==> src/rtl/seq_slice_adder_pkg.sv <==
// Shared definitions for the sequential slice adder: FSM states and default geometry.
package seq_slice_adder_pkg;

    typedef enum logic [1:0] {
        IDLE = 2'd0,
        RUN  = 2'd1,
        DONE = 2'd2
    } state_e;

    localparam int DEFAULT_WIDTH = 64;
    localparam int DEFAULT_SLICE = 8;

endpackage

==> src/rtl/slice_cla_adder.sv <==
// SLICE-bit carry-lookahead adder; also exposes the carry into its MSB for overflow detection.
module slice_cla_adder #(
    parameter int SLICE = 8
) (
    input  logic [SLICE-1:0] a,
    input  logic [SLICE-1:0] b,
    input  logic             cin,
    output logic [SLICE-1:0] sum,
    output logic             cout,
    output logic             cmsb
);

    logic [SLICE-1:0] gen;
    logic [SLICE-1:0] prop;
    logic [SLICE:0]   carry;

    assign gen  = a & b;
    assign prop = a ^ b;

    // Each carry is the flat OR of every generate term propagated up to it,
    // so no carry depends on the one below it.
    always_comb begin
        logic term;
        logic pacc;
        carry    = '0;
        carry[0] = cin;
        for (int i = 0; i < SLICE; i++) begin
            term = 1'b0;
            pacc = 1'b1;
            for (int j = SLICE - 1; j >= 0; j--) begin
                if (j <= i) begin
                    term = term | (pacc & gen[j]);
                    pacc = pacc & prop[j];
                end
            end
            carry[i+1] = term | (pacc & cin);
        end
    end

    assign sum  = prop ^ carry[SLICE-1:0];
    assign cout = carry[SLICE];
    assign cmsb = carry[SLICE-1];

endmodule

==> src/rtl/seq_slice_adder.sv <==
// Multi-cycle adder/subtractor resolving one SLICE-bit slice per cycle through a shared lookahead slice.
module seq_slice_adder
    import seq_slice_adder_pkg::*;
#(
    parameter int WIDTH = DEFAULT_WIDTH,
    parameter int SLICE = DEFAULT_SLICE
) (
    input  logic             clk_i,
    input  logic             rst_ni,
    input  logic             valid_i,
    output logic             ready_o,
    input  logic [WIDTH-1:0] a_i,
    input  logic [WIDTH-1:0] b_i,
    input  logic             sub_i,
    input  logic             flush_i,
    output logic             valid_o,
    input  logic             ready_i,
    output logic [WIDTH-1:0] sum_o,
    output logic             cout_o,
    output logic             ovf_o
);

    localparam int NSLICES = WIDTH / SLICE;
    localparam int CNT_W   = (NSLICES > 1) ? $clog2(NSLICES) : 1;
    localparam logic [CNT_W-1:0] LAST_IDX = CNT_W'(NSLICES - 1);

    state_e           state;
    logic [WIDTH-1:0] a_q;
    logic [WIDTH-1:0] b_q;
    logic             carry_q;
    logic [CNT_W-1:0] idx_q;

    logic [SLICE-1:0] slice_sum;
    logic             slice_cout;
    logic             slice_cmsb;

    slice_cla_adder #(.SLICE(SLICE)) u_slice (
        .a    (a_q[idx_q*SLICE +: SLICE]),
        .b    (b_q[idx_q*SLICE +: SLICE]),
        .cin  (carry_q),
        .sum  (slice_sum),
        .cout (slice_cout),
        .cmsb (slice_cmsb)
    );

    // Subtraction is folded in at accept time: B is inverted and the initial carry is 1.
    always_ff @(posedge clk_i or negedge rst_ni) begin
        if (!rst_ni) begin
            state   <= IDLE;
            a_q     <= '0;
            b_q     <= '0;
            carry_q <= 1'b0;
            idx_q   <= '0;
            ready_o <= 1'b1;
            valid_o <= 1'b0;
            sum_o   <= '0;
            cout_o  <= 1'b0;
            ovf_o   <= 1'b0;
        end else begin
            case (state)
                IDLE: begin
                    if (valid_i) begin
                        a_q     <= a_i;
                        b_q     <= b_i ^ {WIDTH{sub_i}};
                        carry_q <= sub_i;
                        idx_q   <= '0;
                        ready_o <= 1'b0;
                        state   <= RUN;
                    end
                end
                RUN: begin
                    if (flush_i) begin
                        ready_o <= 1'b1;
                        state   <= IDLE;
                    end else begin
                        sum_o[idx_q*SLICE +: SLICE] <= slice_sum;
                        carry_q <= slice_cout;
                        idx_q   <= idx_q + CNT_W'(1);
                        if (idx_q == LAST_IDX) begin
                            cout_o  <= slice_cout;
                            ovf_o   <= slice_cout ^ slice_cmsb;
                            valid_o <= 1'b1;
                            state   <= DONE;
                        end
                    end
                end
                DONE: begin
                    if (flush_i || ready_i) begin
                        valid_o <= 1'b0;
                        ready_o <= 1'b1;
                        state   <= IDLE;
                    end
                end
                default: begin
                    valid_o <= 1'b0;
                    ready_o <= 1'b1;
                    state   <= IDLE;
                end
            endcase
        end
    end

endmodule

==> config.mk <==
export PLATFORM = sky130hd
export DESIGN_NAME = seq_slice_adder
export DESIGN_NICKNAME = d
export VERILOG_FILES = /design/src/rtl/seq_slice_adder_pkg.sv /design/src/rtl/slice_cla_adder.sv /design/src/rtl/seq_slice_adder.sv
export SDC_FILE = /design/constraint.sdc
export NUM_CORES = 1
export LEC_CHECK = 0
export BUFFER_PORTS_ARGS = -buffer_cell sky130_fd_sc_hd__clkbuf_2
export CAP_MARGIN = 0
export CELL_PAD_IN_SITES_DETAIL_PLACEMENT = 0
export CELL_PAD_IN_SITES_GLOBAL_PLACEMENT = 2
export CORE_MARGIN = 2
export CORE_UTILIZATION = 36
export DETAILED_ROUTE_END_ITERATION = 7
export PLACE_DENSITY = 0.8
export SYNTH_ARGS = -nofsm -noshare
export SYNTH_HDL_FRONTEND = slang
export SYNTH_SLANG_ARGS = --single-unit
==> constraint.sdc <==
create_clock -name clk_i -period 4 [get_ports clk_i]
set_input_delay 0 -clock clk_i [delete_from_list [all_inputs] [get_ports clk_i]]
set_output_delay 0 -clock clk_i [all_outputs]
set_load 0.01 [all_outputs]
# Yosys cells after proc, flatten, opt, wreduce, memory -nomap -nowiden
# Cells that the tools add are included.
[word_totals] ff_bits=202 input_bits=134 out_inout_bits=68
[classes] addsub=2 eq_ne=9 shift=4 mux=20 bitwise=107 reduce_logical=10
[ops] cell="64-bit by 7-bit indexed part select with 8-bit output" n=2
[ops] cell="1-bit bitwise AND" n=64
[ops] cell="64-bit bitwise mux" n=1
[ops] cell="8-bit by 34-bit variable shift with 64-bit output, first input constant" n=1
[ops] cell="8-bit by 34-bit indexed part select with 64-bit output" n=1
[ops] cell="64-bit bitwise XOR" n=1
[ops] cell="1-bit bitwise OR" n=36
[ops] cell="6-bit negation with 34-bit output" n=1
[ops] cell="8-bit bitwise XOR" n=2
[ops] cell="3-bit AND reduction" n=4
[ops] cell="2-bit inequality test, second input constant" n=5
[ops] cell="8-bit bitwise AND" n=1
[ops] cell="1-bit 2-to-1 mux" n=8
[ops] cell="2-bit 2-to-1 mux" n=4
[ops] cell="3-bit 2-to-1 mux" n=2
[ops] cell="1-bit case mux with 3 select lines" n=2
[ops] cell="2-bit case mux with 3 select lines" n=1
[ops] cell="3-bit case mux with 2 select lines" n=1
[ops] cell="2-bit AND reduction" n=2
[ops] cell="4-bit AND reduction" n=1
[ops] cell="3-bit by 1-bit adder with 3-bit output, second input constant" n=1
[ops] cell="3-bit equality test, second input constant" n=1
[ops] cell="3-bit inequality test, second input constant" n=1
[ops] cell="2-bit by 1-bit equality test with 1-bit output, second input constant" n=1
[ops] cell="other kinds (7)" n=8

# Logic depth before layout (Yosys ltp)
# Gate-level depths: netlist (run 1).
[logic_depth] word_depth=13 ltp_mapped=12 mapped_depth_nobuf=10

# Hierarchy
# From an unflattened synthesis (run 1), not the netlist that was laid out.
[unflattened] hier_cells=772 hier_area_um2=9688.0
[by_module_without_submodules] mod="seq_slice_adder" n_inst=1 cells_per_inst=723 area_each_um2=9305.2 seq_area_each_um2=5056.1
[by_module_without_submodules] mod="slice_cla_adder" n_inst=1 cells_per_inst=49 area_each_um2=382.9 seq_area_each_um2=0.0

# Worst setup path before layout (run 1)
# OpenSTA, ideal clock, no wires.
[synth_timing] path_kind="register -> register" from="reg idx_q[0]" to="reg sum_o[38]" arrival_ns=3.168 required_time_ns=3.875 path_slack_ns=0.707 path_stages_with_launch=12 n_path_buf=2 cell_sequence="dfrtp_1 -> buf_2 -> buf_2 -> mux4_2 -> nand2_1 -> nand2_1 -> ha_1 -> o21ai_1 -> nor3_2 -> o31a_1 -> o31a_2 -> mux2_2"
[synth_via] elab_chain_len=13
[synth_lines] item="start: declaration" line="seq_slice_adder.sv:31" source="logic [CNT_W-1:0] idx_q;"
[synth_lines] item="start signal: assignment" line="seq_slice_adder.sv:78" source="idx_q <= idx_q + CNT_W'(1);"
[synth_lines] item="64-bit by 7-bit indexed part select with 8-bit output, on equally long branches" line="seq_slice_adder.sv:38, seq_slice_adder.sv:39"
[synth_lines] item="8-bit bitwise XOR or 8-bit bitwise AND (tied branches)" line="slice_cla_adder.sv:18, slice_cla_adder.sv:17"
[synth_lines] item="1-bit bitwise AND, on equally long branches" line="slice_cla_adder.sv:32, slice_cla_adder.sv:33"
[synth_lines] item="1-bit bitwise OR, or another cell as far along (5 in a row)" line="slice_cla_adder.sv:32" source="term = term | (pacc & gen[j]);"
[synth_lines] item="1-bit bitwise OR or 1-bit bitwise AND (tied branches)" line="slice_cla_adder.sv:32, slice_cla_adder.sv:36"
[synth_lines] item="1-bit bitwise OR" line="slice_cla_adder.sv:36" source="carry[i+1] = term | (pacc & cin);"
[synth_lines] item="8-bit bitwise XOR" line="slice_cla_adder.sv:40" source="assign sum = prop ^ carry[SLICE-1:0];"
[synth_lines] item="8-bit by 34-bit indexed part select with 64-bit output" line="seq_slice_adder.sv:76" source="sum_o[idx_q*SLICE +: SLICE] <= slice_sum;"
[synth_lines] item="64-bit bitwise mux (*)" line="seq_slice_adder.sv:76"
[synth_lines] item="end signal: indexed assignment" line="seq_slice_adder.sv:76"
[synth_lines] item="end: declaration" line="seq_slice_adder.sv:18" source="output logic [WIDTH-1:0] sum_o,"
# Mark *: on every way between the ends. The rest lies on a longest branch, timed or not.
# A chain may end at the register's enable or synchronous reset.

# Worst setup path in the final report (run 1)
[layout_timing] from="reg idx_q[0]" to="reg sum_o[63]"
# The elaborated chain is that of the path after synthesis.

==> run metrics, run 1 <==
CP max FO=12; yosys warns=0; io pins=202; final setup fails=0; global-route wire length before repair=39740 um; Root Buffer Master=clkbuf_16; initial antenna violation count=0; average size of a mapped cell=around 12 um^2; crit path time final=3.444 ns; fmax=0.2904 GHz; biggest area consumer among synthesized cells=dfrtp_1; CTS tree=yes; via count of the first global-routing pass=7328; number of synthesized register bits=202; main flop type after synthesis=dfrtp_1; fillcell total=between 2000 and 2500; Buffers & Inverters on Critical Path=1; most common cell in the netlist=dfrtp_1; sw frac=37.56%; maxcap violations=0; Tightest Pin Transition=0.9888 ns; global route overflow=0; TNS Setup=0 ns; Initial Util=36.68%; die area=0.02787 mm^2; Worst EP required=4.44 ns; Pre-antenna DRT Iters=4; DRT antenna net count=0; clock buffer count from CTS=23; Critical-path top delay cell=dfrtp_2; CP dominant cell by count=nand2_1; Max Root-Sink Buffers=3; mapped cell area=0.009558 mm^2; CP Class=flop to flop; Yosys cell types=51; GPL Wtd Cong=0.7569; largest net degree at the start of global routing=116; Post-DP HPWL=17000 um; H-Tree Depth=1; share of cells above drive strength 1=32.84%; register share of total power=34.0%; Pwr Total=8342 uW; delay-heaviest family, CP=compound AO/OA/AOI/OAI gates; multi-input combinational cell area=0.004234 mm^2; Final Instance Area=around 0.013 mm^2; Core ar.=0.02606 mm^2; die width=between 150 and 200 um; drt total wl=between 20000 and 25000 um; Sw Pwr=3134 uW; R2R Path Start=idx_q[0]$_DFFE_PN0P_; worst skew pair latency=0.52 ns; DR DRC count=0; die height=166.9 um; number of synthesized flops with an enable pin=0; RSZ-0062 raised after global routing=no; CP peak stage delay=roughly 0.61 ns; Worst slew margin=34.08%; Crit. End Element=flop; R2R cell count=10; sequential cell area=approximately 0.005 mm^2; post-synth net total=963; Setup crit start kind=flop; Initial DRC Count=359; final slew viol count=0; post-synth top area share=approximately 53%; ranking of synthesized cells by area=dfrtp_1, mux2_2, mux4_2, xnor2_1, a21oi_1; Avg WL per Cell=16.69 um; CP cell instances=buf_4, mux4_2, nand2_1, nand2_1, ha_1, o21ai_1, nor3_2, o41a_1, nor2_1, a22o_1; ys async rst share=100.0%; Hold Path Class=input port to asynchronous set/reset pin; PwrDens=~640 mW/mm^2; worst ir drop on vdd=roughly 0.48 mV; vias per cell=about 4.8; Worst-path clk slew=0.06 ns; status=finished clean; Clock Power Share=24.2%; cell row count=slightly below 60; Final period util=86.10%; Num Clock Sinks=202; reg-to-reg slack, setup=0.56 ns; port bufs=~200; critical path data arrival time=3.89 ns; Pint=approximately 5200 uW; worst r2r dst=sum_o[63]$_DFFE_PN0P_; Leakage=slightly below 0.006 uW; logic gate share of total power=41.8%; sequential element share of the synthesized area=52.90%; Post-DP Area=approximately 0.011 mm^2; Synth top cells by count=dfrtp_1, nand2_1, nor2_1, mux2_2, a21oi_1; Fin Clk Skew=0.01142 ns; DR vias=roughly 7200; Tot GR Track Use=17.94%; Gate Count Post-Synth=812; Hold Fails Final Rpt=0; n_diodes=0; P&R area growth vs syn=35.75%; Total Nets Final=1285
cell type report:
cell class,count,share of cell area (%)
clock inverters,5,0.2507
flip-flops and latches,202,38.99
clock buffers,37,5.381
repair buffers,350,19.32
multi-input cells,550,32.63
well taps,335,3.230
inverters,7,0.2025
worst max path at each step:
| stage | start | end | slack (ns) | cells after the start |
|---|---|---|---|---|
| 6_report | idx_q[0]$_DFFE_PN0P_ | sum_o[63]$_DFFE_PN0P_ | 0.56 | 10 |
| 5_1_grt | idx_q[0]$_DFFE_PN0P_ | sum_o[47]$_DFFE_PN0P_ | 0.27 | 10 |
| 4_1_cts | idx_q[0]$_DFFE_PN0P_ | sum_o[63]$_DFFE_PN0P_ | 0.47 | 10 |
| 3_5_place_dp | idx_q[0]$_DFFE_PN0P_ | sum_o[63]$_DFFE_PN0P_ | 0.50 | 10 |
| 3_3_place_gp | idx_q[0]$_DFFE_PN0P_ | sum_o[45]$_DFFE_PN0P_ | 0.59 | 10 |
| 2_1_floorplan | idx_q[0]$_DFFE_PN0P_ | sum_o[38]$_DFFE_PN0P_ | 0.71 | 11 |
cells by family after synthesis:
| family | share of synthesized area (%) |
|---|---|
| and+or+nand+nor | 9.438 |
| buffers and inverters | 2.880 |
| xor gates and xnor gates | 6.140 |
| muxes | 16.83 |
| adders and majority gates | 2.304 |
| DFF | 52.90 |
| AOI/OAI and AO/OA | 9.504 |
registers in the layout (all words and copies together) (netlist names):
name / count
sum_o: 64
state: 2
b_q: 64
idx_q: 3
cout_o: 1
ready_o: 1
a_q: 64
carry_q: 1
ovf_o: 1
valid_o: 1
cells in the final DEF (no fill, tap or decap), types with 3 or more instances in the layout:
master and n:
dfrtp_1 199, clkbuf_2 199, dlygate4sd3_1 133, nand2_1 93
nor2_1 86, mux2_2 78, a21oi_1 70, xnor2_1 65
mux4_2 32, clkbuf_16 23, a22o_1 16, o21ai_0 16
ha_1 16, o31ai_1 15, buf_4 14, nand3_1 8
clkbuf_8 8, clkbuf_1 7, inv_1 6, o31ai_2 5
nor2b_1 4, o41ai_1 3, nor4_1 3, nor3_1 3
a31oi_1 3, clkinv_2 3, buf_12 3
power groups by stage:
stage	registers (uW)	clock network [uW]	logic (uW)
2_1_floorplan	2810	0	2190
3_3_place_gp	2870	0	3410
3_5_place_dp	2880	0	3460
4_1_cts	2840	2070	3580
5_1_grt	2900	2160	3840
6_report	2840	2020	3490
per-stage QoR:
step | utilization, % | std cells | hold slack [ns] | setup slack, ns
global placement | 41.88 | 1311 | 0.2061 | 0.5944
CTS | 49.79 | 1486 | 0.2425 | 0.4719
detailed placement | 41.88 | 1311 | 0.2120 | 0.4957
global route | 49.79 | 1486 | 0.2581 | 0.2704
finish | 49.79 | 1486 | 0.1815 | 0.5559
floorplan | - | 812 | -0.2956 | 0.7074
worst reg2reg max path, delay by kind of cell (launching register included):
| kind | cells | cell delay, ns |
|---|---|---|
| adders and majority gates | 1 | 0.33 |
| muxes | 1 | 0.52 |
| buffers and inverters | 1 | 0.32 |
| and+or+nand+nor | 4 | 0.66 |
| AOI/OAI and AO/OA | 3 | 0.95 |
| DFF | 1 | 0.61 |
routing by layer:
layer  wire length, um  track usage [%]  part of all wire, %
met3              1282            3.184                  5.2
met1             11300            24.86                   46
met5                 0                0                    0
met4               574            5.022                  2.3
met2             11650            29.07                   47
what timing repair did:
| action | CTS | global route |
|---|---|---|
| hold endpoints to repair | 248 | 0 |
| buffers inserted | 0 | 0 |
| gates resized for setup | 0 | 0 |
| hold buffers | 133 | 0 |
| setup endpoints to repair | 0 | 0 |
No activity file was read; power rests on OpenSTA's default activity.
==> run 2, diff against run 1 <==
--- a/config.mk
+++ b/config.mk
@@ -5,12 +5,13 @@
 export SDC_FILE = /design/constraint.sdc
 export NUM_CORES = 1
 export LEC_CHECK = 0
+export ABC_AREA = 1
 export BUFFER_PORTS_ARGS = -buffer_cell sky130_fd_sc_hd__clkbuf_2
 export CAP_MARGIN = 0
 export CELL_PAD_IN_SITES_DETAIL_PLACEMENT = 0
 export CELL_PAD_IN_SITES_GLOBAL_PLACEMENT = 2
 export CORE_MARGIN = 2
-export CORE_UTILIZATION = 36
+export CORE_UTILIZATION = 32
 export DETAILED_ROUTE_END_ITERATION = 7
 export PLACE_DENSITY = 0.8
 export SYNTH_ARGS = -nofsm -noshare
==> run 2 against run 1 <==
First-iteration DRC count rose by 63%. Core utilization decreased by 5.9 points. Setup slack better by 0.11 ns. Fmax up 3.4%. Largest power group unchanged. Highest routed layer unchanged.
==> run metrics, run 2 <==
fillcell total=3151 (was 2370); Tot GR Track Use=18.73% (was 17.94%); H-Tree Depth=1 (unchanged); Setup crit start kind=flop (unchanged); Num Clock Sinks=202 (unchanged); multi-input combinational cell area=0.004383 mm^2 (was 0.004234 mm^2); initial antenna violation count=0 (unchanged); Tightest Pin Transition=1.043 ns (was 0.9888 ns); post-synth net total=1367 (was 963); Gate Count Post-Synth=1216 (was 812); die height=180.3 um (was 166.9 um); vias per cell=4.653 (was 4.826); cell row count=64 (was 59); commonest non-fill, non-tap cells in the layout=nand2_1, dfrtp_1, clkbuf_2 (was dfrtp_1, clkbuf_2, dlygate4sd3_1); yosys warns=0 (unchanged); final setup fails=0 (unchanged); die width=180.3 um (was 166.9 um); CP peak stage delay=0.51 ns (was 0.61 ns); Fin Clk Skew=0.008412 ns (was 0.01142 ns); biggest area consumer among synthesized cells=dfrtp_1 (unchanged); number of synthesized flops with an enable pin=0 (unchanged); Hold Path Class=input port to asynchronous set/reset pin (unchanged); Buffers & Inverters on Critical Path=3 (was 1); share of cells above drive strength 1=18.75% (was 32.84%); fmax=0.3003 GHz (was 0.2904 GHz); Worst slew margin=30.45% (was 34.08%); Initial DRC Count=585 (was 359); Critical-path top delay cell=inv_2 (was dfrtp_2); ranking of synthesized cells by area=dfrtp_1, nand2_1, o21ai_0, xnor2_1, nor2_1 (was dfrtp_1, mux2_2, mux4_2, xnor2_1, a21oi_1); CP max FO=39 (was 12); Post-CTS Repair Setup Buffers=0 (unchanged); CP cell instances=inv_2, buf_12, nor2_1, o22ai_1, nor2_1, a31oi_1, ha_1, nand2_1, nand2_1, nor2_1, nand2_1, nand2_1, nand2_1, inv_1, nand3_1, o21ai_0 (was buf_4, mux4_2, nand2_1, nand2_1, ha_1, o21ai_1, nor3_2, o41a_1, nor2_1, a22o_1); Non-Filler Instances=1932 (was 1486); final slew viol count=0 (unchanged); Total Nets Final=1670 (was 1285); Worst EP required=4.43 ns (was 4.44 ns); CP dominant cell by count=nand2_1 (unchanged); maxcap violations=0 (unchanged); port bufs=201 (unchanged); Pre-antenna DRT Iters=5 (was 4); Final period util=83.26% (was 86.10%); Initial Util=32.53% (was 36.68%); most common cell in the netlist=nand2_1 (was dfrtp_1); sequential cell area=0.005057 mm^2 (was 0.005059 mm^2); drt total wl=30730 um (was 24810 um); P&R area growth vs syn=34.87% (was 35.75%); ys async rst share=100.0% (unchanged); commonest non-fill, non-tap cell in the layout=nand2_1; Crit. End Element=flop (unchanged); worst r2r dst=sum_o[61]$_DFFE_PN0P_ (was sum_o[63]$_DFFE_PN0P_); RSZ-0062 raised after global routing=no (unchanged); Post-DP HPWL=21140 um (was 17000 um); biggest regs=a_q (64), b_q (64), sum_o (64) (unchanged); via count of the first global-routing pass=9017 (was 7328); delay-heaviest family, CP=simple AND/OR/NAND/NOR gates (was compound AO/OA/AOI/OAI gates); critical path data arrival time=3.76 ns (was 3.89 ns); worst ir drop on vdd=0.3187 mV (was 0.4799 mV); Root Buffer Master=clkbuf_16 (unchanged); global route overflow=0 (unchanged); average size of a mapped cell=8.182 um^2 (was 11.77 um^2); TNS Setup=0 ns (unchanged); GPL Wtd Cong=0.8192 (was 0.7569); largest net degree at the start of global routing=110 (was 116); Leakage=0.006700 uW (was 0.005779 uW); Avg WL per Cell=15.90 um (was 16.69 um); main flop type after synthesis=dfrtp_1 (unchanged); crit path time final=3.331 ns (was 3.444 ns); placed insts=1757 (was 1311); cell count along the critical path=16 (was 10); status=finished clean (unchanged); R2R cell count=16 (was 10); n_diodes=0 (unchanged); CP Class=flop to flop (unchanged); Yosys cell types=39 (was 51); die area=0.03252 mm^2 (was 0.02787 mm^2); worst skew pair latency=0.52 ns (about the same); DRT antenna net count=0 (unchanged); Core Util, Final=43.87% (was 49.79%); Worst-path clk slew=0.06 ns (about the same); R2R Path Start=idx_q[0]$_DFFE_PN0P_ (unchanged); clock buffer count from CTS=24 (was 23); Hold Fails Final Rpt=0 (unchanged); PwrDens=656.5 mW/mm^2 (was 643.0 mW/mm^2); DR DRC count=0 (unchanged); io pins=202 (unchanged); Synth top cells by count=nand2_1, dfrtp_1, o21ai_0, nor2_1, xnor2_1 (was dfrtp_1, nand2_1, nor2_1, mux2_2, a21oi_1); DR vias=8989 (was 7171); mapped cell area=0.009950 mm^2 (was 0.009558 mm^2); CTS tree=yes (unchanged); post-synth top area share=50.55% (was 52.62%); number of synthesized register bits=202 (unchanged); Max Root-Sink Buffers=3 (unchanged); global-route wire length before repair=48940 um (was 39740 um); Core ar.=0.03059 mm^2 (was 0.02606 mm^2); reg-to-reg slack, setup=0.67 ns (was 0.56 ns); sequential element share of the synthesized area=50.82% (was 52.90%)
-- run 2: logic make-up (layout without fill, tap and decap cells) --
logic type	Yosys count	in the layout	synth area share (%)
XOR/XNOR	65	65	5.722
AND/OR/NAND/NOR	596	596	24.60
AO/OA/AOI/OAI	216	216	11.44
adder cells (fa/ha/maj)	17	17	2.213
flip-flops	202	202	50.82
buffers and inverters	120	440	5.206
-- run 2: area by class of cell --
type | instances | share of cell area, %
Clock buffer | 32 | 5.156
Clock inverter | 11 | 0.9883
Inverter | 50 | 1.417
Multi-Input combinational cell | 894 | 32.66
Sequential cell | 202 | 37.69
Tap cell | 396 | 3.692
Timing Repair Buffer | 347 | 18.40
-- run 2: per-layer routing --
metal	vias up	routed length, um	track usage, %
met1	4213	14300	26.10
met5	-	0	0
li1	4541	-	-
met4	0	566	4.129
met3	31	1195	2.486
met2	204	14660	31.10
-- run 2: metrics by stage --
stage / setup WS (ns) / hold slack [ns] / instance area, um^2 / power [uW]
final: 0.6695 / 0.09144 / 13420 / 8810
after global routing: 0.2779 / 0.1386 / 13420 / 9507
after CTS: 0.6381 / 0.1269 / 13420 / 8946
after detailed placement: 0.6563 / 0.1132 / 11270 / 6530
after global placement: 0.7548 / 0.1055 / 11270 / 6516
after floorplan: 1.409 / -0.2956 / 9950 / 5191
-- run 2: repair_timing --
item,4_1_cts,5_1_grt
hold buffers,132,0
hold endpoints to repair,216,0
resized for setup,0,0
-- run 2: how the worst max path moves through the flow --
stage,slack (ns),end,from
3_5_place_dp,0.66,sum_o[61]$_DFFE_PN0P_,idx_q[0]$_DFFE_PN0P_
4_1_cts,0.64,sum_o[61]$_DFFE_PN0P_,idx_q[0]$_DFFE_PN0P_
6_report,0.67,sum_o[61]$_DFFE_PN0P_,idx_q[0]$_DFFE_PN0P_
5_1_grt,0.28,sum_o[61]$_DFFE_PN0P_,idx_q[0]$_DFFE_PN0P_
3_3_place_gp,0.75,sum_o[61]$_DFFE_PN0P_,idx_q[0]$_DFFE_PN0P_
2_1_floorplan,1.41,ovf_o$_DFFE_PN0P_,idx_q[0]$_DFFE_PN0P_
-- run 2: power breakdown --
part / total (uW) / leakage (uW) / internal, uW / switching [uW]
clock network: 2270 / 0.000410 / 1400 / 867
registers: 2810 / 0.00259 / 2510 / 295
logic: 3730 / 0.00370 / 1230 / 2500
total: 8810 / 0.00670 / 5140 / 3660
